<file path="config.mk">
export PLATFORM = sky130hd
export DESIGN_NAME = mcbsp_frame_engine
export DESIGN_NICKNAME = d
export VERILOG_FILES = /design/src/rtl/mcbsp_frame_engine.sv
export SDC_FILE = /design/constraint.sdc
export NUM_CORES = 1
export LEC_CHECK = 0
export ABC_AREA = 1
export BUFFER_PORTS_ARGS = -buffer_cell sky130_fd_sc_hd__buf_2
export CAP_MARGIN = 20
export CORE_ASPECT_RATIO = 1.5
export CORE_MARGIN = 2
export CORE_UTILIZATION = 39
export CTS_BUF_LIST = sky130_fd_sc_hd__clkbuf_2 sky130_fd_sc_hd__clkbuf_4 sky130_fd_sc_hd__clkbuf_8
export DETAILED_ROUTE_END_ITERATION = 12
export SLEW_MARGIN = 10
export SYNTH_ARGS = -nofsm -noshare
export SYNTH_HDL_FRONTEND = slang
export SYNTH_SLANG_ARGS = --single-unit
export TNS_END_PERCENT = 10
</file>
<file path="constraint.sdc">
create_clock -name a_clk -period 5.53 [get_ports a_clk]
set_clock_uncertainty 0.2 [all_clocks]
set_input_delay 1.106 -clock a_clk [delete_from_list [all_inputs] [get_ports a_clk]]
set_output_delay 1.106 -clock a_clk [all_outputs]
set_load 0.03 [all_outputs]
</file>
<file path="src/rtl/mcbsp_frame_engine.sv">
// McBSP frame engine: shifts a NUM_WORDS x BITS_PER_WORD frame out on the bit clock and streams received words on AXI-S.
// Build option LOOPBACK_EN: rx samples the internal tx bit and mcbsp_data_tx is held low.
module mcbsp_frame_engine #(
  parameter int unsigned NUM_WORDS         = 8,
  parameter int unsigned BITS_PER_WORD     = 32,
  parameter int unsigned SAXIS_TDATA_WIDTH = 32
) (
  input  logic                                   a_clk,
  input  logic                                   a_resetn,
  input  logic                                   mcbsp_clk,
  input  logic                                   mcbsp_frame_start,
  input  logic                                   mcbsp_data_rx,
  output logic                                   mcbsp_data_tx,
  output logic                                   mcbsp_data_clkr,
  output logic                                   mcbsp_data_fsx,
  output logic                                   mcbsp_data_frm,
  output logic                                   trigger,
  input  logic [NUM_WORDS*SAXIS_TDATA_WIDTH-1:0] S_AXIS_tdata,
  input  logic [NUM_WORDS-1:0]                   S_AXIS_tvalid,
  output logic [BITS_PER_WORD-1:0]               M_AXIS_tdata,
  output logic                                   M_AXIS_tvalid,
  input  logic                                   M_AXIS_tready,
  output logic                                   M_AXIS_tlast,
  output logic [15:0]                            frame_count,
  output logic [15:0]                            overrun_count
);

  localparam int unsigned N  = NUM_WORDS * BITS_PER_WORD;
  localparam int unsigned CW = $clog2(N);
  localparam int unsigned WW = (NUM_WORDS > 1) ? $clog2(NUM_WORDS) : 1;
  localparam int unsigned BW = $clog2(BITS_PER_WORD);

  localparam logic [0:0] S_IDLE  = 1'b0;
  localparam logic [0:0] S_SHIFT = 1'b1;
  localparam logic [0:0] O_IDLE  = 1'b0;
  localparam logic [0:0] O_SEND  = 1'b1;

  logic [2:0]               clk_sync_q, clk_sync_d;
  logic [2:0]               fs_sync_q, fs_sync_d;
  logic [2:0]               rx_sync_q, rx_sync_d;
  logic [0:0]               shift_state_q, shift_state_d;
  logic [0:0]               out_state_q, out_state_d;
  logic [CW-1:0]            cnt_q, cnt_d;
  logic [BITS_PER_WORD-1:0] tx_q [NUM_WORDS];
  logic [BITS_PER_WORD-1:0] tx_d [NUM_WORDS];
  logic [BITS_PER_WORD-1:0] rx_q [NUM_WORDS];
  logic [BITS_PER_WORD-1:0] rx_d [NUM_WORDS];
  logic [BITS_PER_WORD-1:0] buf_q [NUM_WORDS];
  logic [BITS_PER_WORD-1:0] buf_d [NUM_WORDS];
  logic                     tx_bit_q, tx_bit_d;
  logic                     fsx_q, fsx_d;
  logic [WW-1:0]            widx_q, widx_d;
  logic [BITS_PER_WORD-1:0] tdata_q, tdata_d;
  logic                     tvalid_q, tvalid_d;
  logic                     tlast_q, tlast_d;
  logic [15:0]              frame_cnt_q, frame_cnt_d;
  logic [15:0]              ovr_q, ovr_d;

  logic          clk_rise, clk_fall, rx_bit, frame_done, hs, last_hs;
  logic [WW-1:0] cnt_word;
  logic [BW-1:0] cnt_bit;

  // Edges come from the 2nd/3rd synchroniser stages; counter maps to (word, bit).
  assign clk_rise = clk_sync_q[1] & ~clk_sync_q[2];
  assign clk_fall = ~clk_sync_q[1] & clk_sync_q[2];
  assign cnt_word = WW'(NUM_WORDS - 1 - 32'(cnt_q) / BITS_PER_WORD);
  assign cnt_bit  = BW'(32'(cnt_q) % BITS_PER_WORD);
  assign hs       = tvalid_q & M_AXIS_tready;
  assign last_hs  = hs && (widx_q == WW'(NUM_WORDS - 1));

`ifdef LOOPBACK_EN
  assign rx_bit        = tx_bit_q;
  assign mcbsp_data_tx = 1'b0;
  logic unused_c;
  assign unused_c = ^{fs_sync_q[2], rx_sync_q, S_AXIS_tdata};
`else
  assign rx_bit        = rx_sync_q[1];
  assign mcbsp_data_tx = tx_bit_q;
  logic unused_c;
  assign unused_c = ^{fs_sync_q[2], rx_sync_q[2], S_AXIS_tdata};
`endif

  always_comb begin
    clk_sync_d    = {clk_sync_q[1:0], mcbsp_clk};
    fs_sync_d     = {fs_sync_q[1:0], mcbsp_frame_start};
    rx_sync_d     = {rx_sync_q[1:0], mcbsp_data_rx};
    shift_state_d = shift_state_q;
    out_state_d   = out_state_q;
    cnt_d         = cnt_q;
    tx_d          = tx_q;
    rx_d          = rx_q;
    buf_d         = buf_q;
    tx_bit_d      = tx_bit_q;
    fsx_d         = 1'b0;
    widx_d        = widx_q;
    tdata_d       = tdata_q;
    tvalid_d      = tvalid_q;
    tlast_d       = tlast_q;
    frame_cnt_d   = frame_cnt_q;
    ovr_d         = ovr_q;
    frame_done    = 1'b0;

    // Shift FSM: frame sync is qualified by a bit-clock fall; start-of-frame ignored while shifting.
    case (shift_state_q)
      S_IDLE: begin
        if (clk_fall && fs_sync_q[1]) begin
          shift_state_d = S_SHIFT;
          cnt_d         = CW'(N - 1);
          fsx_d         = 1'b1;
          for (int unsigned k = 0; k < NUM_WORDS; k++) begin
            if (S_AXIS_tvalid[k]) begin
              tx_d[k] = S_AXIS_tdata[(NUM_WORDS - 1 - k) * SAXIS_TDATA_WIDTH +: BITS_PER_WORD];
            end
          end
        end
      end
      default: begin
        if (clk_rise) begin
          tx_bit_d = tx_q[cnt_word][cnt_bit];
        end
        if (clk_fall) begin
          rx_d[cnt_word][cnt_bit] = rx_bit;
          if (cnt_q == '0) begin
            shift_state_d = S_IDLE;
            frame_done    = 1'b1;
          end else begin
            cnt_d = cnt_q - 1'b1;
          end
        end
      end
    endcase

    // Output FSM: buffer is full exactly while in O_SEND.
    if (hs) begin
      if (last_hs) begin
        out_state_d = O_IDLE;
        tvalid_d    = 1'b0;
        tlast_d     = 1'b0;
      end else begin
        widx_d  = widx_q + 1'b1;
        tdata_d = buf_q[widx_q + 1'b1];
        tlast_d = (widx_q + 1'b1) == WW'(NUM_WORDS - 1);
      end
    end

    // A frame finishing on the last-word handshake still finds the buffer free.
    if (frame_done) begin
      frame_cnt_d = frame_cnt_q + 16'd1;
      if ((out_state_q == O_IDLE) || last_hs) begin
        buf_d       = rx_d;
        out_state_d = O_SEND;
        widx_d      = '0;
        tdata_d     = rx_d[0];
        tvalid_d    = 1'b1;
        tlast_d     = (NUM_WORDS == 1);
      end else if (ovr_q != 16'hFFFF) begin
        ovr_d = ovr_q + 16'd1;
      end
    end
  end

  always_ff @(posedge a_clk or negedge a_resetn) begin
    if (!a_resetn) begin
      clk_sync_q    <= '0;
      fs_sync_q     <= '0;
      rx_sync_q     <= '0;
      shift_state_q <= S_IDLE;
      out_state_q   <= O_IDLE;
      cnt_q         <= '0;
      for (int unsigned k = 0; k < NUM_WORDS; k++) begin
        tx_q[k]  <= '0;
        rx_q[k]  <= '0;
        buf_q[k] <= '0;
      end
      tx_bit_q    <= 1'b0;
      fsx_q       <= 1'b0;
      widx_q      <= '0;
      tdata_q     <= '0;
      tvalid_q    <= 1'b0;
      tlast_q     <= 1'b0;
      frame_cnt_q <= '0;
      ovr_q       <= '0;
    end else begin
      clk_sync_q    <= clk_sync_d;
      fs_sync_q     <= fs_sync_d;
      rx_sync_q     <= rx_sync_d;
      shift_state_q <= shift_state_d;
      out_state_q   <= out_state_d;
      cnt_q         <= cnt_d;
      tx_q          <= tx_d;
      rx_q          <= rx_d;
      buf_q         <= buf_d;
      tx_bit_q      <= tx_bit_d;
      fsx_q         <= fsx_d;
      widx_q        <= widx_d;
      tdata_q       <= tdata_d;
      tvalid_q      <= tvalid_d;
      tlast_q       <= tlast_d;
      frame_cnt_q   <= frame_cnt_d;
      ovr_q         <= ovr_d;
    end
  end

  assign mcbsp_data_clkr = clk_sync_q[1];
  assign mcbsp_data_fsx  = fsx_q;
  assign trigger         = fsx_q;
  assign mcbsp_data_frm  = (shift_state_q == S_SHIFT);
  assign M_AXIS_tdata    = tdata_q;
  assign M_AXIS_tvalid   = tvalid_q;
  assign M_AXIS_tlast    = tlast_q;
  assign frame_count     = frame_cnt_q;
  assign overrun_count   = ovr_q;

endmodule
</file>
**Yosys cells after proc, flatten, opt, wreduce, memory -nomap -nowiden**

Index checks and enable logic that the tools add are counted.

- Register bits: 856
- Logic and storage cells: 129

- Bitwise gates (word level): 10
- Equality and inequality tests: 5
- $lt $le $gt $ge: 5
- Reduce and logical (&&, ||, !) cells: 19
- $add $sub $neg: 5
- Mux-type cells: 47

Operators with widths:

| kind | count |
|---|---|
| two-way mux 256 bit | 2 |
| two-way mux 32 bit | 9 |
| bitwise mux 256 bit | 1 |
| binary-select mux 32 bit (select 3 bit) | 2 |
| demux 32 bit (select 3 bit) | 1 |
| adder 16 x 1 -> 16 bit (second input constant) | 2 |
| two-way mux 8 bit | 4 |
| AND reduction 3 bit | 10 |
| two-way mux 1 bit | 22 |
| != test 16 bit (second input constant) | 1 |
| two-way mux 3 bit | 4 |
| >= comparator 4 bit (second input constant) | 2 |
| zero test 8 bit | 1 |
| NOT 3 -> 4 bit | 2 |
| subtractor 8 x 1 -> 8 bit (second input constant) | 1 |
| == test 3 bit (second input constant) | 2 |
| less-than comparator 5 x 6 -> 1 bit (second input constant) | 1 |
| binary-select mux 1 bit (select 5 bit) | 1 |
| demux 1 bit (select 5 bit) | 1 |
| >= comparator 5 x 1 -> 1 bit (second input constant) | 1 |
| NOT 1 bit | 5 |
| logical AND 1 bit | 4 |
| less-than comparator 4 x 1 -> 1 bit (second input constant) | 1 |
| AND reduction 2 bit | 2 |
| other kinds (7) | 9 |

**Logic depth before layout (Yosys ltp)**

- Word-level depth: 11
- Depth in mapped cells: 17
- Gate-level depth less buffers: 15

**Worst setup path before layout**

No wires, ideal clock.

- Path type: register to register
- From: register widx_q[0]
- To: register tdata_q[15], in the netlist M_AXIS_tdata[15]
- Cell stages (with the launch flop): 14
- Library setup time: 0.065 ns
- Arrival time: 2.389 ns
- Period minus slack after synthesis: 2.654 ns
- Path buffers: 5
- Slack: 2.876 ns
- Path through: dfrtp_1 clkbuf_1 inv_1 clkbuf_1 clkbuf_1 ha_1 clkbuf_1 clkbuf_1 o21ai_0 o22ai_1 nand2_1 nand3_1 nand2_1 nand2_1

- Cells in the longest elaborated chain, start to end: 9
- Elaborated cells between the ends (all ways): 12
- Those cells by class: add/sub (1); eq/ne (1); mux (7); bitwise (1); reduce/logical (2)

RTL lines:

| element | line | source |
|---|---|---|
| from (decl) | 52 | `logic [WW-1:0] widx_q, widx_d;` |
| from (signal assigned) | 195 | `widx_q <= widx_d;` |
| adder 3 x 1 -> 3 bit | 141 | `tdata_d = buf_q[widx_q + 1'b1];` |
| NOT 3 -> 4 bit (implied by the code) | 141 |  |
| binary-select mux 32 bit (select 3 bit) | 141 |  |
| two-way mux 32 bit (implied by the code) (2 in a row) | 141 |  |
| two-way mux 32 bit | 135 | `if (last_hs) begin` |
| two-way mux 32 bit | 134 | `if (hs) begin` |
| two-way mux 32 bit | 149 | `if ((out_state_q == O_IDLE) \|\| last_hs) begin` |
| two-way mux 32 bit * | 147 | `if (frame_done) begin` |
| named net tdata_d[15] | 53 | `logic [BITS_PER_WORD-1:0] tdata_q, tdata_d;` |
| to (signal assigned) | 196 | `tdata_q <= tdata_d;` |
| to (decl) | 53 |  |

The timed path passes the listed nets; every way through them passes the cells marked *. The select of a mux whose other input is x is not followed.
A chain may end at the register's enable or synchronous reset.

**Worst setup path in the final report**

- From: register cnt_q[0]
- To: register buf_q[10] (netlist name)

- Cells in the longest elaborated chain, start to end: 9
- Elaborated cells between the ends (all ways): 15
- Those cells by class: order compare (2); mux (10); reduce/logical (3)

RTL lines:

| element | line | source |
|---|---|---|
| from (decl) | 43 | `logic [CW-1:0] cnt_q, cnt_d;` |
| from (signal assigned) | 189 | `cnt_q <= cnt_d;` |
| less-than comparator 5 x 6 -> 1 bit (implied by the code) or >= comparator 5 x 1 -> 1 bit (tied branches) | 122 | `rx_d[cnt_word][cnt_bit] = rx_bit;` |
| logical AND 1 bit (implied by the code) | 122 |  |
| two-way mux 1 bit (implied by the code) | 122 |  |
| demux 1 bit (select 5 bit) | 122 |  |
| two-way mux 32 bit (implied by the code) | 122 |  |
| demux 32 bit (select 3 bit) | 122 |  |
| bitwise mux 256 bit | 122 |  |
| two-way mux 256 bit | 121 | `if (clk_fall) begin` |
| two-way mux 256 bit | 104 | `case (shift_state_q)` |
| to (signal assigned) | 192 | `buf_q <= buf_d;` |
| to (decl) | 48 | `logic [BITS_PER_WORD-1:0] buf_q [NUM_WORDS];` |

Several ways; a longest one is shown, not always the timed one.

==> results.sh <==
export IMPL_status="complete, no violations"
export IMPL_initial_utilization_pct=39.4
export IMPL_ir_worst_vdd_mv=0.429
export IMPL_power_w=0.0205
export IMPL_swShare_pct=39.0
export IMPL_cts_buffers=141
export IMPL_globalRouteOverflowTotal=0
export IMPL_drt_wl_total_um=121000
export IMPL_hpwl_um=75800
export IMPL_critical_path_class="reg2reg"
export IMPL_design_area_mm2=0.0455
export IMPL_nFillCells=10043
export IMPL_seqPwrFrac_pct=38.7
export IMPL_vias_per_cell=4.92
export IMPL_die_w_um=264
export IMPL_hold_class="in2async"
export IMPL_powerDensity_mw_per_mm2=451
export IMPL_tightest_slew_ns=1.02
export IMPL_syn_nets=5212
export IMPL_layout_common_cells="nand2_1, dfrtp_1, inv_1, o21ai_0, buf_2"
export IMPL_dr_pass1_iters=5
export IMPL_synth_ff_type="dfrtp_1"
export IMPL_layout_setup_ws_ns=1.59
export IMPL_hold_viol=0
export IMPL_p_sw_w=0.00799
export IMPL_syn_inst=4932
export IMPL_drive_gt1_share_pct=14.8
export IMPL_grt_pass1_vias=32481
export IMPL_ff2ff_path_depth=9
export IMPL_yosys_warnings=0
export IMPL_routabilityCongestion=0.867
export IMPL_cts_tree="yes"
export IMPL_clkSlewWorstSetupHoldPaths_ns=0.06
export IMPL_ys_ff_latch=855
export IMPL_synth_edf_count=0
export IMPL_async_flop_share_pct=100
export IMPL_fmax_mhz=254
export IMPL_p_int_w=0.0125
export IMPL_cts_resized=0
export IMPL_netlist_area_mm2=0.0394
export IMPL_final_common_cell="nand2_1"
export IMPL_timing_final_crit_share_pct=71.3
export IMPL_dr_first_iter_drc_count=2148
export IMPL_die_h_um=393
export IMPL_p_comb_share_pct=31.3
export IMPL_worstPathArrival_ns=4.45
export IMPL_setup_tns_ns=0
export IMPL_wl_per_cell_um=18.2
export IMPL_pre_cts_slack_ns=1.60
export IMPL_slew_limit_headroom_pct=32.2
export IMPL_cts_htree_levels=4
export IMPL_final_antenna_net_count=0
export IMPL_maxCapViolCount=0
export IMPL_cts_buffer_depth=3
export IMPL_dp_cells=6371
export IMPL_portBuffers=340
export IMPL_leakagePower_nw=25.0
export IMPL_worst_ep_required_time_ns=6.04
export IMPL_hold_buffers=0
export IMPL_rows=142
export IMPL_synth_avg_cell_area_um2=8.00
export IMPL_track_usage_pct=23.4
export IMPL_layoutNonFillerInstCount=6638
export IMPL_grt_max_degree=174
export IMPL_die_area_mm2=0.104
export IMPL_ioPinCount=341
export IMPL_final_nets=5499
export IMPL_clk_latency_ns=0.88
export IMPL_path_max_fanout=164
export IMPL_root_buffer="clkbuf_8"
export IMPL_place_area_mm2=0.0423
export IMPL_ys_types=38
export IMPL_vias=32689
export IMPL_rsz0062_at_grt="false"
export IMPL_cp_end_kind="register"
export IMPL_seq_area_frac_synth_pct=54.2
export IMPL_clockPowerShare_pct=30.0
export IMPL_antenna_found_initial=38
export IMPL_report_final_slew_viol_count=0
export IMPL_post_cts_buffers=0
export IMPL_crit_path_start_kind="register"
export IMPL_setup_viol=0
export IMPL_core_area_mm2=0.100
export IMPL_drcViolationCount=0
export IMPL_areaGrowthSynthToFinish_pct=15.4
export IMPL_clock_sinks=855
export IMPL_period_needed_ns=3.94
export IMPL_grt_pass1_wl_um=188000
[cell usage after synthesis (2+ instances only)]
cell      number  area (um^2)
nor2_8         2         40.0
nand2_2        2         12.5
nor3_1        23          115
o22ai_1       64          400
nor2_2         5         31.3
nand2_1     1538         5770
clkinv_1       3         11.3
nor3_2        21          210
xor2_1        16          140
buf_2         44          220
mux2_2        60          676
buf_1         24         90.1
o211ai_1      20          150
o21ai_1      230         1150
clkbuf_1     164          616
nor4_1         3         18.8
nand2_4        2         22.5
ha_1          10          125
a21oi_1       12         60.1
nand4_1        8         50.1
nand3_1      156          781
nor2_1       279         1050
xnor2_1       12          105
inv_2         10         37.5
inv_1        733         2750
buf_6         25          282
buf_4          2         15.0
nor2_4         5         56.3
o21ai_0      596         2980
dfrtp_1      855        21400
[final timing paths]
path / start / end / slack (ns)
min: a_resetn / buf_q[80] / 0.1
min reg2reg: rx_sync_q[0] / rx_sync_q[1] / 0.15
min in group a_clk: mcbsp_frame_start / fs_sync_q[0] / 0.15
max in group asynchronous: a_resetn / tx_q[166] / 3.90
max: cnt_q[0] / buf_q[10] / 1.59
max reg2reg: cnt_q[0] / buf_q[10] / 1.59
[state kept, by name, indices dropped and copies added (netlist names), 3 cells and up]
signal and cells:
overrun_count 16, M_AXIS_tdata 32, rx_q 255, buf_q 256, widx_q 3, frame_count 16, tx_q 256, clk_sync_q 3
cnt_q 8
[worst max-delay path: stages (launching register included)]
cell,delay (ns)
dfrtp_1,0.62
clkinv_1,0.38
ha_1,0.31
clkinv_1,0.52
nor2_8,0.11
nand2_4,0.18
nor2_4,0.07
inv_8,0.56
buf_4,0.53
o21ai_0,0.17
[logic make-up after synthesis]
kind of cell	synth area share, %
compound gates	12.1
xor+xnor	0.622
fa+ha+maj	0.317
buf+inv	10.2
flops	54.2
mux	1.74
simple gates	20.8
[final cells by class]
cell class	count	area, um^2	area share (%)
diodes	12	30.0	0.0660
flip-flops and latches	855	21400	47.0
multi-input cells	3072	14100	31.1
inverters	746	2810	6.18
well taps	1296	1620	3.56
clock buffers	224	2750	6.03
clock inverters	30	373	0.819
repair buffers	403	2380	5.23
[per-layer routing]
metal	up-vias	wire (um)	track usage [%]
li1	15919	-	-
met3	267	8000	6.22
met1	15529	49600	28.7
met4	48	4330	9.11
met5	-	280	0
met2	926	58300	39.1
[stage by stage]
| stage | utilization (%) | hold WS, ns |
|---|---|---|
| final | 45.5 | 0.0960 |
| after global routing | 45.5 | 0.0844 |
| after CTS | 45.4 | 0.0643 |
| after detailed placement | 42.3 | 0.138 |
| after global placement | 42.3 | 0.133 |
| after floorplan | - | 0.131 |
[power groups by stage]
| stage | sequential (W) | clock [W] | combinational, W |
|---|---|---|---|
| 5_1_grt | 0.00805 | 0.00657 | 0.00715 |
| 3_5_place_dp | 0.00804 | 0 | 0.00641 |
| 2_1_floorplan | 0.00793 | 0 | 0.00401 |
| 6_report | 0.00794 | 0.00616 | 0.00641 |
| 3_3_place_gp | 0.00802 | 0 | 0.00636 |
| 4_1_cts | 0.00794 | 0.00630 | 0.00645 |
No activity file was read; power rests on OpenSTA's default activity.
